[config.mk]
export PLATFORM = sky130hd
export DESIGN_NAME = shift_ctrl_flat
export DESIGN_NICKNAME = d
export VERILOG_FILES = /design/src/rtl/shift_ctrl_pkg.sv /design/src/rtl/shift_ctrl_if.sv /design/src/rtl/shift_ctrl_down_counter.sv /design/src/rtl/shift_ctrl.sv /design/src/flat_wrapper.sv
export SDC_FILE = /design/constraint.sdc
export NUM_CORES = 1
export LEC_CHECK = 0
export BUFFER_PORTS_ARGS = -buffer_cell sky130_fd_sc_hd__buf_2
export CORE_MARGIN = 2
export CORE_UTILIZATION = 30
export DETAILED_ROUTE_END_ITERATION = 7
export SYNTH_ARGS = -nofsm -noshare
export SYNTH_HDL_FRONTEND = slang
export SYNTH_SLANG_ARGS = --single-unit
[constraint.sdc]
create_clock -name clk -period 1.6 [get_ports clk]
set_input_delay 0.48 -clock clk [delete_from_list [all_inputs] [get_ports clk]]
set_output_delay 0.48 -clock clk [all_outputs]
set_load 0.005 [all_outputs]
[src/rtl/shift_ctrl_pkg.sv]
// -----------------------------------------------------------------------------
// shift_ctrl_pkg
// Shared definitions for the shift job sequencer: default parameter values,
// the width of the settle counter and the controller state encoding.
// -----------------------------------------------------------------------------
package shift_ctrl_pkg;

    localparam int W_DEF     = 4;   // shifter data width
    localparam int CNT_W_DEF = 4;   // shift-count field width
    localparam int LAT_DEF   = 1;   // settle cycles before so is captured
    localparam int LAT_W     = 4;   // settle counter width (LAT up to 15)

    typedef enum logic [2:0] {
        IDLE   = 3'd0,
        CLEAR  = 3'd1,
        SHIFT  = 3'd2,
        SETTLE = 3'd3,
        RESP   = 3'd4
    } state_e;

endpackage

[src/rtl/shift_ctrl_if.sv]
// -----------------------------------------------------------------------------
// shift_ctrl_if
// Command/response handshake bundle between the system bus logic (master)
// and the shift sequencer (slave).
//   cmd_valid/cmd_ready/cmd_data/cmd_count : job request channel
//   rsp_valid/rsp_ready/rsp_data           : result channel
// -----------------------------------------------------------------------------
interface shift_ctrl_if
    import shift_ctrl_pkg::*;
#(
    parameter int W     = W_DEF,
    parameter int CNT_W = CNT_W_DEF
) ();

    logic             cmd_valid;
    logic             cmd_ready;
    logic [W-1:0]     cmd_data;
    logic [CNT_W-1:0] cmd_count;
    logic             rsp_valid;
    logic             rsp_ready;
    logic [W-1:0]     rsp_data;

    modport master (
        output cmd_valid, cmd_data, cmd_count, rsp_ready,
        input  cmd_ready, rsp_valid, rsp_data
    );

    modport slave (
        input  cmd_valid, cmd_data, cmd_count, rsp_ready,
        output cmd_ready, rsp_valid, rsp_data
    );

endinterface

[src/rtl/shift_ctrl_down_counter.sv]
// -----------------------------------------------------------------------------
// down_counter
// Loadable down counter with zero/one flags. Decrement saturates at zero so a
// stray enable can never wrap the count.
//   clk, rst  : clock, synchronous active-high reset (count -> 0)
//   load      : load load_val (has priority over en)
//   en        : decrement by one
//   is_zero   : count == 0
//   is_one    : count == 1 (last cycle of a run)
// -----------------------------------------------------------------------------
module down_counter #(
    parameter int WIDTH = 4
) (
    input  logic             clk,
    input  logic             rst,
    input  logic             load,
    input  logic             en,
    input  logic [WIDTH-1:0] load_val,
    output logic             is_zero,
    output logic             is_one
);

    logic [WIDTH-1:0] cnt_q, cnt_d;

    always_comb begin
        cnt_d = cnt_q;
        if (load) begin
            cnt_d = load_val;
        end else if (en && (cnt_q != '0)) begin
            cnt_d = cnt_q - WIDTH'(1);
        end
    end

    always_ff @(posedge clk) begin
        if (rst) begin
            cnt_q <= '0;
        end else begin
            cnt_q <= cnt_d;
        end
    end

    assign is_zero = (cnt_q == '0);
    assign is_one  = (cnt_q == WIDTH'(1));

endmodule

[src/rtl/shift_ctrl.sv]
// -----------------------------------------------------------------------------
// shift_ctrl
// Runs complete shift jobs on the external shifter: accepts {word, count},
// clears the shifter, shifts for exactly count cycles, waits LAT settle
// cycles, captures so and returns it on the response channel.
//   clk, rst      : clock, synchronous active-high reset
//   bus (slave)   : cmd_valid/ready/data/count in, rsp_valid/ready/data out
//   busy          : high in every state except IDLE
//   sh_rst/sh_shn : shifter reset and shift-enable
//   sh_si / sh_so : shifter data in / out
// Every output is decoded from registered state; nothing on the command or
// response inputs reaches an output combinationally.
// -----------------------------------------------------------------------------
module shift_ctrl
    import shift_ctrl_pkg::*;
#(
    parameter int W     = W_DEF,
    parameter int CNT_W = CNT_W_DEF,
    parameter int LAT   = LAT_DEF
) (
    input  logic         clk,
    input  logic         rst,
    shift_ctrl_if.slave  bus,
    output logic         busy,
    output logic         sh_rst,
    output logic         sh_shn,
    output logic [W-1:0] sh_si,
    input  logic [W-1:0] sh_so
);

    localparam logic [2:0] S_IDLE   = IDLE;
    localparam logic [2:0] S_CLEAR  = CLEAR;
    localparam logic [2:0] S_SHIFT  = SHIFT;
    localparam logic [2:0] S_SETTLE = SETTLE;
    localparam logic [2:0] S_RESP   = RESP;

    logic [2:0]   state_q, state_d;
    logic [W-1:0] data_q, data_d;
    logic [W-1:0] rsp_data_q, rsp_data_d;

    logic shift_load, shift_en, shift_zero, shift_one;
    logic settle_load, settle_en, settle_zero, settle_one;

    down_counter #(.WIDTH(CNT_W)) u_shift_cnt (
        .clk      (clk),
        .rst      (rst),
        .load     (shift_load),
        .en       (shift_en),
        .load_val (bus.cmd_count),
        .is_zero  (shift_zero),
        .is_one   (shift_one)
    );

    down_counter #(.WIDTH(LAT_W)) u_settle_cnt (
        .clk      (clk),
        .rst      (rst),
        .load     (settle_load),
        .en       (settle_en),
        .load_val (LAT_W'(LAT)),
        .is_zero  (settle_zero),
        .is_one   (settle_one)
    );

    always_comb begin
        // NOTE: every variable gets a default before the case so no path
        // leaves it unassigned, which would otherwise infer a latch.
        state_d     = state_q;
        data_d      = data_q;
        rsp_data_d  = rsp_data_q;
        shift_load  = 1'b0;
        shift_en    = 1'b0;
        settle_load = 1'b0;
        settle_en   = 1'b0;

        case (state_q)
            S_IDLE: begin
                if (bus.cmd_valid) begin
                    data_d     = bus.cmd_data;
                    shift_load = 1'b1;
                    state_d    = S_CLEAR;
                end
            end
            S_CLEAR: begin
                // A zero-length job skips SHIFT and samples the cleared shifter.
                settle_load = shift_zero;
                state_d     = shift_zero ? S_SETTLE : S_SHIFT;
            end
            S_SHIFT: begin
                shift_en = 1'b1;
                // Exit on the last shift; the zero term only guards a count
                // that somehow reached zero inside SHIFT.
                if (shift_one || shift_zero) begin
                    settle_load = 1'b1;
                    state_d     = S_SETTLE;
                end
            end
            S_SETTLE: begin
                settle_en = 1'b1;
                if (settle_one || settle_zero) begin
                    rsp_data_d = sh_so;
                    state_d    = S_RESP;
                end
            end
            S_RESP: begin
                if (bus.rsp_ready) begin
                    state_d = S_IDLE;
                end
            end
            default: state_d = S_IDLE;
        endcase
    end

    always_ff @(posedge clk) begin
        // NOTE: reset is sampled on the clock edge only; a reset mid-job
        // therefore drops the job at the next edge, discarding its result.
        if (rst) begin
            state_q    <= S_IDLE;
            data_q     <= '0;
            rsp_data_q <= '0;
        end else begin
            // NOTE: non-blocking assignments so every flop samples the
            // pre-edge values computed above, independent of statement order.
            state_q    <= state_d;
            data_q     <= data_d;
            rsp_data_q <= rsp_data_d;
        end
    end

    assign bus.cmd_ready = (state_q == S_IDLE);
    assign bus.rsp_valid = (state_q == S_RESP);
    assign bus.rsp_data  = rsp_data_q;
    assign busy          = (state_q != S_IDLE);
    // The shifter is held in reset for as long as the controller is.
    assign sh_rst        = rst || (state_q == S_CLEAR);
    assign sh_shn        = (state_q == S_SHIFT);
    assign sh_si         = ((state_q == S_SHIFT) || (state_q == S_SETTLE)) ? data_q : '0;

endmodule
[src/flat_wrapper.sv]
// flat-port wrapper written by rule: the top's interface ports become plain ports
module shift_ctrl_flat import shift_ctrl_pkg::*;
#(
    parameter int W     = W_DEF,
    parameter int CNT_W = CNT_W_DEF,
    parameter int LAT   = LAT_DEF
)
  (clk, rst, busy, sh_rst, sh_shn, sh_si, sh_so, bus_cmd_valid, bus_cmd_data, bus_cmd_count, bus_rsp_ready, bus_cmd_ready, bus_rsp_valid, bus_rsp_data);
  shift_ctrl_if #(.W(W), .CNT_W(CNT_W)) bus_i ();
  input  logic clk;
  input  logic rst;
  output logic busy;
  output logic sh_rst;
  output logic sh_shn;
  output logic [W-1:0] sh_si;
  input  logic [W-1:0] sh_so;
  input wire logic [$bits(bus_i.cmd_valid)-1:0] bus_cmd_valid;
  input wire logic [$bits(bus_i.cmd_data)-1:0] bus_cmd_data;
  input wire logic [$bits(bus_i.cmd_count)-1:0] bus_cmd_count;
  input wire logic [$bits(bus_i.rsp_ready)-1:0] bus_rsp_ready;
  output wire logic [$bits(bus_i.cmd_ready)-1:0] bus_cmd_ready;
  output wire logic [$bits(bus_i.rsp_valid)-1:0] bus_rsp_valid;
  output wire logic [$bits(bus_i.rsp_data)-1:0] bus_rsp_data;
  assign bus_i.cmd_valid = bus_cmd_valid;
  assign bus_i.cmd_data = bus_cmd_data;
  assign bus_i.cmd_count = bus_cmd_count;
  assign bus_i.rsp_ready = bus_rsp_ready;
  assign bus_cmd_ready = bus_i.cmd_ready;
  assign bus_rsp_valid = bus_i.rsp_valid;
  assign bus_rsp_data = bus_i.rsp_data;
  shift_ctrl #(.W(W), .CNT_W(CNT_W), .LAT(LAT)) u_core (.clk(clk), .rst(rst), .bus(bus_i), .busy(busy), .sh_rst(sh_rst), .sh_shn(sh_shn), .sh_si(sh_si), .sh_so(sh_so));
endmodule
* Yosys cells after proc, flatten, opt, wreduce, memory -nomap -nowiden
Index checks and enable logic that the tools add are counted.
** Cells by class
- $add $sub $neg :: 2
- Eq/ne operators :: 10
- Mux-type cells :: 17
- Reduce and logical (&&, ||, !) cells :: 18
** Operators with widths (number)
- case mux 3 bit (5 select lines) :: 1
- two-way mux 3 bit :: 4
- two-way mux 4 bit :: 3
- == test 4 x 1 -> 1 bit, second input constant :: 2
- logical NOT 4 bit :: 2
- two-way mux 1 bit :: 8
- nonzero test 4 bit :: 2
- subtractor 4 x 1 -> 4 bit, second input constant :: 2
- == test 3 x 2 -> 1 bit, second input constant :: 2
- logical OR 1 bit :: 4
- inequality test 2 x 1 -> 1 bit, second input constant :: 2
- inequality test 2 bit, second input constant :: 2
- AND reduction 2 bit :: 2
- AND reduction 4 bit :: 1
- nonzero test 2 bit :: 2
- == test 3 x 1 -> 1 bit, second input constant :: 1
- == test 3 bit, second input constant :: 1
- logical NOT 3 bit :: 1
- nonzero test 3 bit :: 1
- logical AND 1 bit :: 2
- case mux 1 bit (2 select lines) :: 1
- OR reduction 2 bit :: 1
** Word-level totals
- Register bits :: 19

* Logic depth before layout (Yosys ltp)
- Depth after elaboration :: 5
- Gate-level depth with buffers :: 6
- Mapped depth without buffers :: 6

* By module
Synthesis repeated with hierarchy kept, for this count alone.
** Second synthesis, totals
- Cell total of the unflattened synthesis :: 133
- Area, all modules :: 1164.9 um2
** By module, submodules not included
- shift_ctrl :: times used 1, cells an instance 71, area each 599.3 um2, seq. area each 220.2 um2
- down_counter :: times used 2, cells an instance 31, area each 282.8 um2, seq. area each 80.1 um2

* Worst setup path before layout
No wires, ideal clock.
- Path kind :: reg2reg
- Start :: reg u_core.u_shift_cnt.cnt_q[0]
- End :: reg u_core.u_shift_cnt.cnt_q[1]
- Arrival :: 1.511 ns
- Required time :: 1.540 ns
- Slack :: 0.029 ns
- Cell stages (with the launch flop) :: 7
- Period minus slack after synthesis :: 1.571 ns
- Cells stage by stage :: dfxtp_1 > inv_1 > ha_1 > or3b_4 > a31o_1 > a221oi_2 > a41o_1
** Between the ends
- Longest elaborated chain between the ends :: 3
- Elaborated cells between the ends (all ways) :: 6
** RTL lines
- start, declared :: line shift_ctrl_down_counter.sv:23 : logic [WIDTH-1:0] cnt_q, cnt_d;
- start signal, assigned :: line shift_ctrl_down_counter.sv:38 : cnt_q <= cnt_d;
- subtractor 4 x 1 -> 4 bit / nonzero test 4 bit (equally long branches) :: line shift_ctrl_down_counter.sv:30, shift_ctrl_down_counter.sv:29
- two-way mux 4 bit / logical AND 1 bit (equally long branches) :: line shift_ctrl_down_counter.sv:29 : end else if (en && (cnt_q != '0)) begin
- two-way mux 4 bit / nonzero test 2 bit (equally long branches)
Several ways; a longest one is shown, not always the timed one. The select of a mux whose other input is x is not followed.
A chain may end at the register's enable or synchronous reset.

* Worst setup path after layout
Same ends and word-level chain as after synthesis.

==> impl_metrics.env <==
export IMPL_hold_path_class="in2reg"
export IMPL_clock_sinks=19
export IMPL_nets=181
export IMPL_grt_ovfl_total=0
export IMPL_syn_area_per_cell_um2=8.88
export IMPL_port_buffers=28
export IMPL_arrival_ps=1920
export IMPL_setup_viol=8
export IMPL_grt_antenna_before_repair=0
export IMPL_fin_cells=206
export IMPL_finalPower_mw=2.37
export IMPL_place_area_mm2=0.00122
export IMPL_synthDistinctLibCells=33
export IMPL_path_cells="inv_2 > ha_4 > or3b_4 > a31o_1 > a221oi_2 > a41o_1"
export IMPL_critical_path_top_delay_family="compound AO/OA/AOI/OAI gates"
export IMPL_status="finished with violations"
export IMPL_min_from="bus_cmd_data[1]"
export IMPL_antenna_cells=0
export IMPL_hold_buffers=0
export IMPL_area_growth_synth_to_final_pct=46.6
export IMPL_die_area_mm2=0.00385
export IMPL_fill_cells=331
export IMPL_htreeDepth=1
export IMPL_routed_wirelength_um=2680
export IMPL_vias=1001
export IMPL_coreArea_mm2=0.00328
export IMPL_wire_per_inst_um=13.0
export IMPL_drc=0
export IMPL_p_leak_nw=0.647
export IMPL_r2r_cells=6
export IMPL_rsz0062_at_grt="yes"
export IMPL_grt_pass1_wl_um=4280
export IMPL_synth_net_count=134
export IMPL_finalCritPeriodShare_pct=104
export IMPL_hpwl_um=1770
export IMPL_critPathBufInv=1
export IMPL_fin_crit_ps=1670
export IMPL_fp_dieW_um=62.1
export IMPL_yosysSeqAreaShare_pct=37.6
export IMPL_crit_slowest_cell="or3b_4"
export IMPL_holdPathStages=3
export IMPL_worstMarginPinSlew_ps=284
export IMPL_required_ps=1850
export IMPL_clockBufferDepth=2
export IMPL_max_freq_mhz=600
export IMPL_drive_gt1_share_pct=44.4
export IMPL_insertion_delay_ps=310
export IMPL_grt_max_degree=18
export IMPL_drv_cap=0
export IMPL_row_count=21
export IMPL_startpoint="u_core.u_shift_cnt.cnt_q[0]"
export IMPL_irDropWorstVdd_mv=0.732
export IMPL_yosys_warnings=0
export IMPL_cts_buffers=3
export IMPL_crit_path_max_incr_delay_ps=400
export IMPL_netlist_instances=114
export IMPL_max_slew_margin_rel_pct=81.0
export IMPL_routed_via_density=4.86
export IMPL_cts_root_buf="clkbuf_4"
export IMPL_layout_commonest_cell="buf_2"
export IMPL_cts_tree="yes"
export IMPL_start_util_pct=30.8
export IMPL_worst_setup_path_end_kind="flop"
export IMPL_final_cell_mix="buf_2 (26), nor2_1 (19), buf_4 (14), dfxtp_1 (14), mux2i_1 (8)"
export IMPL_cp_max_fo=4
export IMPL_drv_slew=0
export IMPL_powerDensity_mw_per_mm2=1590
export IMPL_io_pins=29
export IMPL_place_congestion=0.801
export IMPL_finalWorstSetupSlack_ps=-67.2
export IMPL_first_global_vias=957
export IMPL_synthesis_area_mm2=0.00101
export IMPL_finalInstanceArea_mm2=0.00148
export IMPL_clk_pin_slew_ps=120
export IMPL_ys_seq_elements=19
export IMPL_start_kind="flop"
export IMPL_violations="negative setup slack"
export IMPL_path_class="reg2reg"
export IMPL_hold_violations=0
export IMPL_dp_cells=189
export IMPL_grt_usage_pct=15.5
export IMPL_worst_path_stages=6
export IMPL_ant_nets=0
export IMPL_die_h_um=62.1
export IMPL_r2r_start="u_core.u_shift_cnt.cnt_q[0]"
export IMPL_hold_ws_ps=394
export IMPL_fin_skew_ps=0.919
export IMPL_drt_initial_drc_count=41
export IMPL_drt_pass1_iter_count=4
registers in the layout, summed over array words and instances, names as in the netlist:
| signal | flops |
|---|---|
| u_core.u_shift_cnt.cnt_q | 4 |
| u_core.bus.rsp_data | 4 |
| u_core.data_q | 4 |
| u_core.state_q | 3 |
| u_core.u_settle_cnt.cnt_q | 4 |
report_power, final:
part | leakage, nW | internal (mW) | total, mW | switching, mW
logic | 0.475 | 0.750 | 1.38 | 0.634
clock network | 0.0139 | 0.0953 | 0.263 | 0.168
registers | 0.158 | 0.600 | 0.719 | 0.119
cell usage after synthesis (all sizes together):
library cell	count	area share, %
o21ai	6	3.0
nor4	1	2.1
or3b	1	1.1
a221oi	1	1.5
nor2b	1	0.62
nand3b	2	1.5
dfxtp	19	38
xnor2	4	3.5
or3	1	0.62
nor3b	2	1.5
nand4	2	1.2
and2	5	3.1
nand3	1	0.49
a21oi	3	1.5
inv	7	2.6
a211oi	5	3.7
a21o	1	0.74
ha	4	4.9
nand2b	1	0.62
clkbuf	4	2.5
xor2	2	1.7
a31o	1	0.87
o31ai	2	1.5
nor2	20	7.4
nor3	4	2.0
o32ai	1	0.87
a41o	1	0.99
nand2	2	0.99
mux2i	8	7.9
a31oi	1	0.62
and2b	1	0.87
layout make-up:
type                       count  area (um2)  share of cell area [%]
clock buffer                   3        22.5                    1.52
clock inverter                 1        7.51                   0.506
inverter                       7        26.3                    1.77
multi-input combinational     84         647                    43.6
sequential                    19         394                    26.6
tap                           46        57.6                    3.88
timing repair buffer          46         329                    22.2
logic make-up (layout without fill, tap and decap cells):
| logic type | after synthesis | count (layout) | share of synthesized area (%) |
|---|---|---|---|
| xor+xnor | 6 | 6 | 5.19 |
| compound gates | 22 | 22 | 15.2 |
| flops | 19 | 19 | 37.6 |
| fa+ha+maj | 4 | 4 | 4.94 |
| mux | 8 | 8 | 7.91 |
| buf+inv | 11 | 57 | 5.07 |
| simple gates | 44 | 44 | 24.1 |
path summary, 6_finish.rpt:
path,endpoint,slack (ps)
worst max register to register,u_core.u_shift_cnt.cnt_q[1],-70
worst min-delay path,u_core.data_q[1],390
worst min register to register,u_core.bus.rsp_data[3],510
worst max-delay path,u_core.u_shift_cnt.cnt_q[1],-70
per-layer routing:
layer,vias to the layer above,GRT usage (%),share of wire (%)
met5,-,0,0
met4,0,6.99,3.3
met3,8,4.35,4.6
met2,31,28.7,51
met1,469,16.1,41
li1,493,-,-
through the flow:
step / setup TNS, ps / setup slack, ps / utilization (%)
after floorplan: 0 / 28.5 / -
after global placement: 0 / 74.6 / 37.2
after detailed placement: -28.6 / -28.6 / 37.2
after CTS: -79.4 / -36.5 / 41.6
after global routing: -819 / -123 / 45.2
final: -199 / -67.2 / 45.2
what timing repair did:
action | in CTS | in global routing
hold endpoints to repair | 0 | 0
gates cloned | 0 | 1
resized for setup | 20 | 11
pin swaps | 4 | 10
buffers inserted | 5 | 7
setup endpoints to repair | 12 | 15
worst reg2reg max path, cell delays in order, from the launching register on:
cell and delay, ps:
dfxtp_2 350, inv_2 80, ha_4 140, or3b_4 400
a31o_1 240, a221oi_2 260, a41o_1 150
Note: power is estimated with default switching activity, not from simulation.
